$ cat src/rtl/fnd_pkg.sv
// Shared constants for the FND scan controller: glyph table and digit limits.
package fnd_pkg;

    // Upper bound on the number of multiplexed digits.
    localparam int MAX_DIGITS = 8;

    // Special digit codes beyond 0..9.
    localparam logic [3:0] CODE_MINUS = 4'hA;
    localparam logic [3:0] CODE_BLANK = 4'hF;

    // Active-low segment glyphs, bit7 = dp, bits6..0 = g..a.
    localparam logic [7:0] FONT_0     = 8'hC0;
    localparam logic [7:0] FONT_1     = 8'hF9;
    localparam logic [7:0] FONT_2     = 8'hA4;
    localparam logic [7:0] FONT_3     = 8'hB0;
    localparam logic [7:0] FONT_4     = 8'h99;
    localparam logic [7:0] FONT_5     = 8'h92;
    localparam logic [7:0] FONT_6     = 8'h82;
    localparam logic [7:0] FONT_7     = 8'hF8;
    localparam logic [7:0] FONT_8     = 8'h80;
    localparam logic [7:0] FONT_9     = 8'h90;
    localparam logic [7:0] FONT_MINUS = 8'hBF;
    localparam logic [7:0] FONT_BLANK = 8'hFF;

    // ANDing a glyph with this lights the decimal point (active-low bit7).
    localparam logic [7:0] DP_MASK    = 8'h7F;

endpackage

$ cat src/rtl/fnd_font_rom.sv
// Combinational glyph lookup: 4-bit digit code plus dp request to an
// active-low 8-bit segment pattern.
module fnd_font_rom
    import fnd_pkg::*;
(
    input  logic [3:0] code,
    input  logic       dp,
    output logic [7:0] font
);

    logic [7:0] glyph;

    // Map the digit code to its glyph; unused codes show blank.
    always_comb begin
        // NOTE: the default arm gives glyph a value on every path, so no latch is inferred.
        case (code)
            4'd0:       glyph = FONT_0;
            4'd1:       glyph = FONT_1;
            4'd2:       glyph = FONT_2;
            4'd3:       glyph = FONT_3;
            4'd4:       glyph = FONT_4;
            4'd5:       glyph = FONT_5;
            4'd6:       glyph = FONT_6;
            4'd7:       glyph = FONT_7;
            4'd8:       glyph = FONT_8;
            4'd9:       glyph = FONT_9;
            CODE_MINUS: glyph = FONT_MINUS;
            default:    glyph = FONT_BLANK;
        endcase
    end

    assign font = dp ? (glyph & DP_MASK) : glyph;

endmodule

$ cat src/rtl/fnd_scan_controller.sv
// Multiplexed 7-segment (FND) scan controller with double-buffered digit data,
// leading-zero suppression, ghost-suppression blanking and registered outputs.
module fnd_scan_controller
    import fnd_pkg::*;
#(
    parameter int NUM_DIGITS     = 4,
    parameter int CLK_DIV        = 50000,
    parameter int BLANK_CYC      = 2,
    parameter bit SEG_ACTIVE_LOW = 1'b1,
    parameter bit COM_ACTIVE_LOW = 1'b0
)(
    input  logic                    i_clk,
    input  logic                    i_reset,
    input  logic                    i_en,
    input  logic                    i_load,
    input  logic [4*NUM_DIGITS-1:0] i_bcd,
    input  logic [NUM_DIGITS-1:0]   i_dp,
    input  logic                    i_lz_en,
    output logic [7:0]              o_fnd_font,
    output logic [NUM_DIGITS-1:0]   o_fnd_com,
    output logic                    o_frame_tick
);

    localparam int CNT_W = $clog2(CLK_DIV);
    localparam int IDX_W = (NUM_DIGITS > 1) ? $clog2(NUM_DIGITS) : 1;

    localparam logic [CNT_W-1:0]      CNT_LAST  = CNT_W'(CLK_DIV - 1);
    localparam logic [CNT_W-1:0]      BLANK_END = CNT_W'(BLANK_CYC);
    localparam logic [IDX_W-1:0]      IDX_LAST  = IDX_W'(NUM_DIGITS - 1);
    localparam logic [7:0]            FONT_OFF  = {8{SEG_ACTIVE_LOW}};
    localparam logic [NUM_DIGITS-1:0] COM_OFF   = {NUM_DIGITS{COM_ACTIVE_LOW}};

    if (NUM_DIGITS < 1 || NUM_DIGITS > MAX_DIGITS) begin : g_bad_digits
        $error("NUM_DIGITS out of range");
    end
    if (CLK_DIV < 2 || BLANK_CYC < 0 || BLANK_CYC >= CLK_DIV) begin : g_bad_timing
        $error("CLK_DIV/BLANK_CYC out of range");
    end

    logic [CNT_W-1:0]        cnt;
    logic [IDX_W-1:0]        idx;
    logic                    slot_end;
    logic                    wrap;

    logic [4*NUM_DIGITS-1:0] pend_bcd;
    logic [NUM_DIGITS-1:0]   pend_dp;
    logic                    pend_flag;
    logic [4*NUM_DIGITS-1:0] act_bcd;
    logic [NUM_DIGITS-1:0]   act_dp;

    logic [NUM_DIGITS-1:0]   lz_mask;
    logic [3:0]              rom_code;
    logic [7:0]              rom_font;
    logic [NUM_DIGITS-1:0]   com_onehot;
    logic [7:0]              font_next;
    logic [NUM_DIGITS-1:0]   com_next;

    assign slot_end = (cnt == CNT_LAST);
    assign wrap     = slot_end && (idx == IDX_LAST);

    // Prescaler counts through one slot, then steps the digit index.
    always_ff @(posedge i_clk) begin
        // NOTE: state registers use non-blocking assignments so every flop samples pre-edge values.
        if (i_reset) begin
            cnt <= '0;
            idx <= '0;
        end else if (slot_end) begin
            cnt <= '0;
            idx <= (idx == IDX_LAST) ? '0 : idx + 1'b1;
        end else begin
            cnt <= cnt + 1'b1;
        end
    end

    // Double buffer: loads park in the pending buffer and are promoted only at
    // the frame wrap, so a frame never mixes old and new digits.
    always_ff @(posedge i_clk) begin
        // NOTE: both buffers are explicitly cleared on reset so a stale pending load can never surface.
        if (i_reset) begin
            pend_bcd  <= '0;
            pend_dp   <= '0;
            pend_flag <= 1'b0;
            act_bcd   <= '0;
            act_dp    <= '0;
        end else if (wrap) begin
            if (i_load) begin
                act_bcd <= i_bcd;
                act_dp  <= i_dp;
            end else if (pend_flag) begin
                act_bcd <= pend_bcd;
                act_dp  <= pend_dp;
            end
            pend_flag <= 1'b0;
        end else if (i_load) begin
            pend_bcd  <= i_bcd;
            pend_dp   <= i_dp;
            pend_flag <= 1'b1;
        end
    end

    // Mark digits whose nibble and every more-significant nibble are zero.
    always_comb begin
        logic all_zero;
        all_zero = 1'b1;
        lz_mask  = '0;
        for (int k = NUM_DIGITS - 1; k >= 0; k--) begin
            all_zero = all_zero & (act_bcd[4*k +: 4] == 4'h0);
            if (k != 0) lz_mask[k] = all_zero & i_lz_en;
        end
    end

    assign rom_code = lz_mask[idx] ? CODE_BLANK : act_bcd[{idx, 2'b00} +: 4];

    fnd_font_rom u_font_rom (
        .code (rom_code),
        .dp   (act_dp[idx]),
        .font (rom_font)
    );

    // Build the next font/common drive, blanked while disabled or in the slot's guard interval.
    always_comb begin
        com_onehot      = '0;
        com_onehot[idx] = 1'b1;
        font_next       = FONT_OFF;
        com_next        = COM_OFF;
        if (i_en && (cnt >= BLANK_END)) begin
            font_next = rom_font ^ {8{~SEG_ACTIVE_LOW}};
            com_next  = com_onehot ^ COM_OFF;
        end
    end

    // Register the display outputs and the frame tick.
    always_ff @(posedge i_clk) begin
        if (i_reset) begin
            o_fnd_font   <= FONT_OFF;
            o_fnd_com    <= COM_OFF;
            o_frame_tick <= 1'b0;
        end else begin
            o_fnd_font   <= font_next;
            o_fnd_com    <= com_next;
            o_frame_tick <= wrap;
        end
    end

endmodule

$ cat config.mk
export PLATFORM = sky130hd
export DESIGN_NAME = fnd_scan_controller
export DESIGN_NICKNAME = d
export VERILOG_FILES = /design/src/rtl/fnd_pkg.sv /design/src/rtl/fnd_font_rom.sv /design/src/rtl/fnd_scan_controller.sv
export SDC_FILE = /design/constraint.sdc
export NUM_CORES = 1
export LEC_CHECK = 0
export ABC_AREA = 1
export BUFFER_PORTS_ARGS = -buffer_cell sky130_fd_sc_hd__buf_2
export CAP_MARGIN = 10
export CORE_MARGIN = 5
export CORE_UTILIZATION = 52
export CTS_BUF_LIST = sky130_fd_sc_hd__clkbuf_4 sky130_fd_sc_hd__clkbuf_8
export DETAILED_ROUTE_END_ITERATION = 16
export PLACE_DENSITY = 0.72
export SETUP_SLACK_MARGIN = 0.05
export SLEW_MARGIN = 10
export SYNTH_ARGS = -nofsm -noshare
export SYNTH_HDL_FRONTEND = slang
export SYNTH_SLANG_ARGS = --single-unit
$ cat constraint.sdc
create_clock -name i_clk -period 1.99 [get_ports i_clk]
set_input_delay 0.2985 -clock i_clk [delete_from_list [all_inputs] [get_ports i_clk]]
set_output_delay 0.2985 -clock i_clk [all_outputs]
set_load 0.01 [all_outputs]
==> results of run 1 <==
-- stage by stage --
step	total power, uW	worst slack (ns)	std cells
after CTS	3280	0.1871	579
after floorplan	1686	0.3107	459
after global placement	1752	0.2843	563
final	3256	0.2578	579
after global routing	3377	0.09423	579
after detailed placement	1760	0.2113	563
-- critical path, stage by stage, from the launching register on --
cell      delay, ns
dfxtp_1        0.42
ha_1           0.21
nand2_2        0.06
clkinv_2       0.08
nand2_4        0.07
nor2_4         0.11
nand3_2        0.14
nand2_2        0.11
buf_12         0.24
o21ai_1        0.10
a21oi_2        0.11
-- cells in the final DEF, fill, tap and decap left out, types with 4 or more instances in the layout --
cell type / n
o21ai_1: 24
nand2_1: 72
nand2_2: 6
o21ai_0: 49
dfxtp_1: 70
a21oi_1: 34
inv_1: 60
a21oi_2: 22
buf_2: 37
nor2_1: 36
nor3_1: 4
nor2_2: 4
ha_1: 9
nand4_1: 8
buf_4: 7
nand3_1: 14
bufinv_16: 4
xor2_1: 4
clkbuf_8: 10
-- synth_stat cells, types with 5 or more instances --
cell type,number,area share (%)
o21ai_1,24,3.5
o21ai_0,49,7.1
inv_1,60,6.5
a21oi_1,34,4.9
ha_1,9,3.3
a21oi_2,22,5.6
nand3_1,14,2.0
nand2_1,72,7.8
buf_6,5,1.6
nor2_1,36,3.9
clkbuf_1,10,1.1
nand2_2,6,1.1
dfxtp_1,72,42
nand4_1,8,1.5
-- layout make-up --
| class | count | area [um^2] | area share, % |
|---|---|---|---|
| Clock buffer | 10 | 137.6 | 3.480 |
| Clock inverter | 6 | 130.1 | 3.290 |
| Inverter | 66 | 249.0 | 6.295 |
| Multi-Input combinational cell | 302 | 1629 | 41.19 |
| Sequential cell | 72 | 1444 | 36.51 |
| Tap cell | 77 | 96.34 | 2.436 |
| Timing Repair Buffer | 46 | 269.0 | 6.802 |
-- power by group through the flow --
stage | clock, uW | combinational, uW | sequential [uW]
after detailed placement | 0 | 227 | 1530
after global placement | 0 | 220 | 1530
after CTS | 1550 | 228 | 1500
after floorplan | 0 | 151 | 1540
after global routing | 1610 | 260 | 1500
final | 1530 | 226 | 1500
-- final timing paths --
check | from | end | slack, ns | cells past startpoint
worst max-delay path | cnt[1] | pend_bcd[14] | 0.26 | 10
worst min-delay path | i_reset | o_frame_tick | 0.12 | 2
worst max register to register | cnt[1] | pend_bcd[14] | 0.26 | 10
worst min register to register | pend_bcd[5] | pend_bcd[5] | 0.46 | 2
-- metal layers --
metal | GRT usage [%] | wire (um)
met1 | 23.09 | 3400
met5 | 0 | 0
met2 | 27.70 | 3160
met4 | 5.623 | 53
met3 | 4.215 | 348
-- sequential cells by signal (all words and copies together), names as in the netlist --
signal        cells
act_bcd          16
cnt              16
pend_bcd         16
o_fnd_font        8
act_dp            4
o_fnd_com         4
pend_dp           4
idx               2
o_frame_tick      1
pend_flag         1
-- cells by family after synthesis --
| group | Yosys count | share of synthesized area [%] |
|---|---|---|
| AND/OR/NAND/NOR | 156 | 21.04 |
| AO/OA/AOI/OAI | 133 | 21.98 |
| buffers and inverters | 85 | 10.83 |
| flip-flops | 72 | 41.86 |
| adder cells (fa/ha/maj) | 9 | 3.270 |
| XOR/XNOR | 4 | 1.017 |
==> results.json, run 1 <==
{
  "status": "finished clean",
  "cts_tree": "built",
  "worst-setup-path-type": "flop to flop",
  "synth-seq-cells": 72,
  "cts_repair_resize_count": 0,
  "power.switching_uw": 694.3,
  "yosysWarnings": 0,
  "slew_violations": 0,
  "cts.sinks": 72,
  "nFillCells": 580,
  "grt_pass1_wl_um": 12320,
  "finClkSkew_ns": 0.01226,
  "fin_crit_sh_pct": 87.05,
  "startpoint_type": "flop",
  "hp-class": "primary input to flop",
  "holdBufCountCts": 0,
  "cts_setup_buffers": 0,
  "synth-edff-count": 0,
  "fin_tns_setup_ns": 0,
  "htree_levels": 3,
  "dp_hpwl_um": 5092,
  "synthCells": 459,
  "combPwrFrac_pct": 6.9,
  "cts.clk_slew.worst_paths_ns": 0.08,
  "slew_headroom_pct": 77.67,
  "rsz0062_at_grt": "false",
  "swShare_pct": 21.32,
  "overflow": 0,
  "p_seq_share_pct": 46.1,
  "asyncSetResetFlopFracSynth_pct": 0,
  "yosysUniqueCellTypes": 32,
  "vdd_ir_drop_max_mv": 0.5623,
  "vias": 2958,
  "num_antenna_cells": 0,
  "synthFlopType": "dfxtp_1",
  "numPortBuffers": 37,
  "finalWirelength_um": 6963,
  "placed_area_mm2": 0.003681,
  "worst_pin_slew_ns": 0.3349,
  "die_area_mm2": 0.008349,
  "avgSynthCellArea_um2": 7.502,
  "final_nets": 531,
  "place_congestion": 0.8690,
  "fin_crit_ns": 1.732,
  "ioPinCount": 38,
  "fin_util_pct": 61.93,
  "drc_errors": 0,
  "grt_max_degree": 41,
  "numCtsBuffers": 9,
  "synth_nets": 493,
  "dieWidth_um": 91.38,
  "avgViaCountPerCell": 5.109,
  "synth_area_mm2": 0.003443,
  "cap_viol_max_count": 0,
  "worst_ep_arrival_time_ns": 2.01,
  "crit_fanout": 40,
  "drive_above_1_share_pct": 21.51,
  "area_delta_synth_final_pct": 14.86,
  "core_mm2": 0.006386,
  "clockBufferDepth": 2,
  "grtUsageTotal_pct": 17.37,
  "required_ns": 2.27,
  "antenna_found_initial": 0,
  "endpoint_kind": "flop",
  "power.leakage_uw": 0.001606,
  "cts_root_buf": "clkbuf_8",
  "synth_seq_area_share_pct": 41.86,
  "floorplan.initialDensity_pct": 53.92,
  "design_area_mm2": 0.003955,
  "grt_pass1_vias": 2810,
  "fmax_mhz": 577.3,
  "die_y_um": 91.38,
  "p_int_uw": 2562,
  "power_per_cell_area_mw_per_mm2": 823.2,
  "whs_ns": 0.1223,
  "clk_latency_ns": 0.34,
  "pwr-share-clk_pct": 47.0,
  "hold_viol": 0,
  "drtIter0Drc": 118,
  "finalSetupViolCount": 0,
  "wl_per_cell_um": 12.03,
  "ant_nets": 0,
  "dr.pass1.iters": 4,
  "core.rowCount": 29
}
Power figures use the tool's default switching activity.
==> inputs of run 2 (changes only) <==
CELL_PAD_IN_SITES_DETAIL_PLACEMENT = 0   (was default)
CELL_PAD_IN_SITES_GLOBAL_PLACEMENT = 1   (was default)
CORE_UTILIZATION = 44   (was 52)
PLACE_DENSITY = default   (was 0.72)
PLACE_DENSITY_LB_ADDON = 0.1   (was default)
==> run 2 against run 1 <==
  * Sequential power barely moved
  * Die area grew 16%
  * Global-route usage shrank 1.8 points
  * Non-clock buffer count increased by 2
  * Worst hold slack gained 0.022 ns
  * Sequential cell count is the same
  * Clock power down 23%
  * Fmax is 1.9% lower
  * First-iteration DRC count fell by 7.6%
  * Combinational power is 2% higher
  * Count of clock-buffer cells in the layout up 3
  * Final cell count increased by 4.7%
  * Critical endpoint is now o_fnd_font[1]
  * Largest cell class unchanged
==> results.json, run 2 (synthesized netlist as in run 1, its figures left out) <==
{
  "finalSetupViolCount": 0,
  "hp-start": "i_reset",
  "cp_common_cell": "nand2_1",
  "floorplan.initialDensity_pct": 44.79,
  "required_ns": 2.26,
  "wl_per_cell_um": 11.73,
  "clk_latency_ns": 0.33,
  "grt_max_degree": 42,
  "worst_pin_slew_ns": 0.3635,
  "ioPinCount": 38,
  "hp-class": "primary input to flop",
  "grt_pass1_vias": 2763,
  "crit_path_cell_trace": "buf_4, o21ai_0, nand2_1, nand2_1, inv_1, nand2_1, inv_1, ha_1, or2_0, nand2_1",
  "crit_fanout": 10,
  "pwr-share-clk_pct": 40.6,
  "worst_ep_arrival_time_ns": 2.04,
  "drive_above_1_share_pct": 22.02,
  "combPwrFrac_pct": 7.9,
  "status": "finished clean",
  "vias": 2907,
  "overflow": 0,
  "rr_worst_depth": 10,
  "core.rowCount": 32,
  "slew_headroom_pct": 75.77,
  "power.leakage_uw": 0.001590,
  "nFillCells": 778,
  "fin_cells": 606,
  "clockBufferDepth": 2,
  "fmax_mhz": 566.1,
  "htree_levels": 3,
  "hold_path_end": "o_frame_tick",
  "r2r-start": "idx[0]",
  "mostFrequentLayoutCells": "nand2_1 (71), dfxtp_1 (70), inv_1 (60)",
  "cts_tree": "built",
  "area_delta_synth_final_pct": 14.39,
  "hold_viol": 0,
  "dr.pass1.iters": 4,
  "dp.cells": 590,
  "num_antenna_cells": 0,
  "place_congestion": 0.8226,
  "die_y_um": 98.46,
  "max_stage_delay_ns": 0.38,
  "design_area_mm2": 0.003939,
  "power.total_uw": 2910,
  "dp_hpwl_um": 5332,
  "numCtsBuffers": 9,
  "slew_violations": 0,
  "startpoint_type": "flop",
  "multi_input_area_mm2": 0.001632,
  "r2r-end": "o_fnd_font[1]",
  "p_int_uw": 2247,
  "power.switching_uw": 662.7,
  "rsz0062_at_grt": "false",
  "worst-setup-path-type": "flop to flop",
  "cap_viol_max_count": 0,
  "crit_path_top_delay_cell": "dfxtp_2",
  "p_seq_share_pct": 51.5,
  "hold-path-cell-count": 2,
  "numPortBuffers": 37,
  "endpoint_kind": "flop",
  "fin_tns_setup_ns": 0,
  "regArea_mm2": 0.001444,
  "fin_crit_sh_pct": 88.77,
  "drtIter0Drc": 109,
  "crit_family": "simple AND/OR/NAND/NOR gates",
  "cts_setup_buffers": 0,
  "cts.clk_slew.worst_paths_ns": 0.08,
  "swShare_pct": 22.77,
  "final_nets": 533,
  "top_regs": "act_bcd x16, cnt x16, pend_bcd x16",
  "vdd_ir_drop_max_mv": 0.3789,
  "antenna_found_initial": 0,
  "drc_errors": 0,
  "cts.sinks": 72,
  "ant_nets": 0,
  "dieWidth_um": 98.46,
  "placed_area_mm2": 0.003727,
  "rrSetupSlack_ns": 0.22,
  "layout_commonest_cell": "nand2_1",
  "grtUsageTotal_pct": 15.61,
  "finalWirelength_um": 7111,
  "fin_crit_ns": 1.766,
  "power_per_cell_area_mw_per_mm2": 738.8,
  "cts_root_buf": "clkbuf_8",
  "die_area_mm2": 0.009694,
  "avgViaCountPerCell": 4.797,
  "finClkSkew_ns": 0.007204,
  "core_mm2": 0.007687,
  "grt_pass1_wl_um": 12620,
  "cp_num_buf_inv": 3
}
## run 2: changes by cell type in the layout (fill, tap and decap cells not counted)
| cell | change |
|---|---|
| buf_4 | +3 |
| bufinv_16 | -3 |
| clkbuf_4 | +2 |
| buf_6 | -1 |
| clkbuf_8 | +1 |
| nand2_1 | -1 |
| nand2_2 | +1 |
## run 2: metrics by stage
| step | hold slack [ns] | util [%] | setup slack, ns |
|---|---|---|---|
| after floorplan | 0.3709 | - | 0.3107 |
| after global placement | 0.4351 | 48.49 | 0.1992 |
| after detailed placement | 0.4401 | 48.49 | 0.1427 |
| after CTS | 0.1300 | 51.17 | 0.1162 |
| after global routing | 0.1320 | 51.24 | 0.05027 |
| final | 0.1447 | 51.24 | 0.2235 |
## run 2: what timing repair did
item | 4_1_cts | 5_1_grt
hold buffers | 0 | 0
endpoints found under the setup margin | 0 | 6
resized for setup | 0 | 3
## run 2: how the worst max path moves through the flow
| stage | depth (start not counted) | to | start | slack, ns |
|---|---|---|---|---|
| after global placement | 12 | o_fnd_font[3] | idx[0] | 0.20 |
| after global routing | 12 | o_fnd_font[3] | idx[0] | 0.05 |
| after floorplan | 11 | o_fnd_font[1] | idx[0] | 0.31 |
| final | 10 | o_fnd_font[1] | idx[0] | 0.22 |
| after detailed placement | 10 | o_fnd_font[1] | idx[0] | 0.14 |
| after CTS | 10 | o_fnd_font[1] | idx[0] | 0.12 |
## run 2: cell type report
type	instances	share of cell area, %
sequential	72	36.66
tap	102	3.240
clock buffer	13	4.225
timing repair buffer	48	7.116
clock inverter	3	1.017
multi-input combinational	302	41.42
inverter	66	6.321
## run 2: power groups by stage
stage / Clock [uW] / Sequential, uW / Combinational, uW
CTS: 1230 / 1500 / 234
global route: 1290 / 1500 / 266
finish: 1180 / 1500 / 231
detailed placement: 0 / 1530 / 234
floorplan: 0 / 1540 / 151
global placement: 0 / 1530 / 229
## run 2: metal layers
layer  routed length [um]  part of all wire, %  global-route usage, %
met5                    0                    0                      0
met3                  309                  4.3                  3.751
met1                 3528                   50                  21.10
met2                 3202                   45                  24.49
met4                   70                 0.98                  5.357
==> inputs of run 3 (changes only) <==
CAP_MARGIN = 20   (was 10)
CORE_MARGIN = default   (was 5)
==> run 3 against run 2 <==
  * Die area is 16% lower
  * Wire length is 4.1% lower
  * Largest power group unchanged
  * Count of clock-buffer cells in the layout unchanged
==> results.json, run 3 (synthesized netlist as in run 1, its figures left out) <==
{
  "combPwrFrac_pct": 8.3,
  "p_seq_share_pct": 54.0,
  "antenna_found_initial": 0,
  "numPortBuffers": 37,
  "grt_pass1_vias": 2541,
  "vdd_ir_drop_max_mv": 0.3857,
  "dp_hpwl_um": 5016,
  "drive_above_1_share_pct": 21.67,
  "p_int_uw": 2098,
  "drc_errors": 0,
  "fin_crit_ns": 1.743,
  "vias": 2815,
  "grt_pass1_wl_um": 12070,
  "overflow": 0,
  "avgViaCountPerCell": 4.676,
  "num_antenna_cells": 0,
  "place_congestion": 0.7978,
  "worst_pin_slew_ns": 0.3601,
  "finalWirelength_um": 6817,
  "fmax_mhz": 573.6,
  "power.switching_uw": 673.8,
  "mostFrequentLayoutCells": "nand2_1 (72), dfxtp_1 (70), inv_1 (60)",
  "finalSetupViolCount": 0,
  "fin_crit_sh_pct": 87.60,
  "cts_setup_buffers": 0,
  "top_regs": "act_bcd x16, cnt x16, pend_bcd x16",
  "grt_max_degree": 43,
  "finClkSkew_ns": 0.009271,
  "ant_nets": 0,
  "core.rowCount": 31,
  "cts.sinks": 72,
  "endpoint_kind": "flop",
  "worst-setup-path-type": "flop to flop",
  "swShare_pct": 24.31,
  "area_delta_synth_final_pct": 13.15,
  "die_y_um": 90.46,
  "startpoint_type": "flop",
  "pwr-share-clk_pct": 37.7,
  "power_per_cell_area_mw_per_mm2": 711.5,
  "ioPinCount": 38,
  "crit_fanout": 15,
  "cap_viol_max_count": 0,
  "wl_per_cell_um": 11.32,
  "rsz0062_at_grt": "true",
  "required_ns": 2.22,
  "worst_ep_arrival_time_ns": 1.98,
  "cts_root_buf": "clkbuf_8",
  "grtUsageTotal_pct": 18.25,
  "numCtsBuffers": 9,
  "fin_cells": 602,
  "cts_repair_resize_count": 0,
  "clockBufferDepth": 2,
  "cts.clk_slew.worst_paths_ns": 0.08,
  "drtIter0Drc": 88,
  "holdBufCountCts": 0,
  "slew_headroom_pct": 76.00,
  "final_nets": 532,
  "fin_tns_setup_ns": 0,
  "clk_latency_ns": 0.34,
  "status": "finished clean",
  "power.leakage_uw": 0.001569,
  "whs_ns": 0.1456,
  "layout_commonest_cell": "nand2_1",
  "hp-class": "primary input to flop",
  "dr.pass1.iters": 4,
  "slew_violations": 0,
  "floorplan.initialDensity_pct": 46.48,
  "hold_viol": 0,
  "cts_tree": "built",
  "htree_levels": 3,
  "dp.cells": 586,
  "die_area_mm2": 0.008183,
  "core_mm2": 0.007408,
  "dieWidth_um": 90.46
}
==> run 3: cell count changes in the layout (fill, tap and decap cells not counted), sizes merged <==
cell,change
buf,-1
bufinv,-1
clkinvlp,+1
==> run 3: stage by stage <==
step	setup slack (ns)	cell area, um^2	utilization [%]	power (uW)
6_report	0.2467	3896	52.59	2772
5_1_grt	0.02975	3896	52.59	2914
4_1_cts	0.1797	3894	52.56	2808
3_5_place_dp	0.1817	3716	50.16	1762
3_3_place_gp	0.2427	3716	50.16	1758
2_1_floorplan	0.3107	3443	-	1686
==> run 3: final cells by class <==
cell class                      instances  area [um^2]
Sequential cell                        72         1444
Tap cell                               99        123.9
Fill cell                             777         3512
Inverter                               66        249.0
Clock buffer                           13        160.2
Timing Repair Buffer                   47        272.8
Multi-Input combinational cell        302         1629
Clock inverter                          3        17.52
==> run 3: worst paths after layout <==
kind                            cells past startpoint       from  slack (ns)       endpoint
worst max-delay path                               13     idx[0]        0.25  o_fnd_font[3]
worst min-delay path                                2    i_reset        0.15   o_frame_tick
worst max register to register                     13     idx[0]        0.25  o_fnd_font[3]
worst min register to register                      2  act_dp[0]        0.44      act_dp[0]
==> run 3: per-layer routing <==
metal | vias to the layer above | global-route usage, % | part of all wire (%)
li1 | 1565 | - | -
met1 | 1202 | 26.50 | 53
met2 | 40 | 26.14 | 43
met3 | 8 | 4.040 | 3.1
met4 | 0 | 6.855 | 1.2
met5 | - | 0 | 0
==> run 3: worst max-delay path: stages (launching register included) <==
cell	delay, ns
dfxtp_2	0.38
buf_4	0.21
nand2_1	0.06
o21ai_0	0.07
nand2_1	0.07
nand2_1	0.10
inv_1	0.07
nand2_1	0.09
inv_1	0.07
ha_1	0.30
nand2_1	0.07
nand2_1	0.06
nand2_1	0.06
nand2_1	0.04
==> run 3: power groups by stage <==
stage	combinational [uW]	sequential, uW	clock (uW)
after global placement	228	1530	0
final	229	1500	1050
after CTS	232	1500	1080
after detailed placement	231	1530	0
after floorplan	151	1540	0
after global routing	264	1500	1150
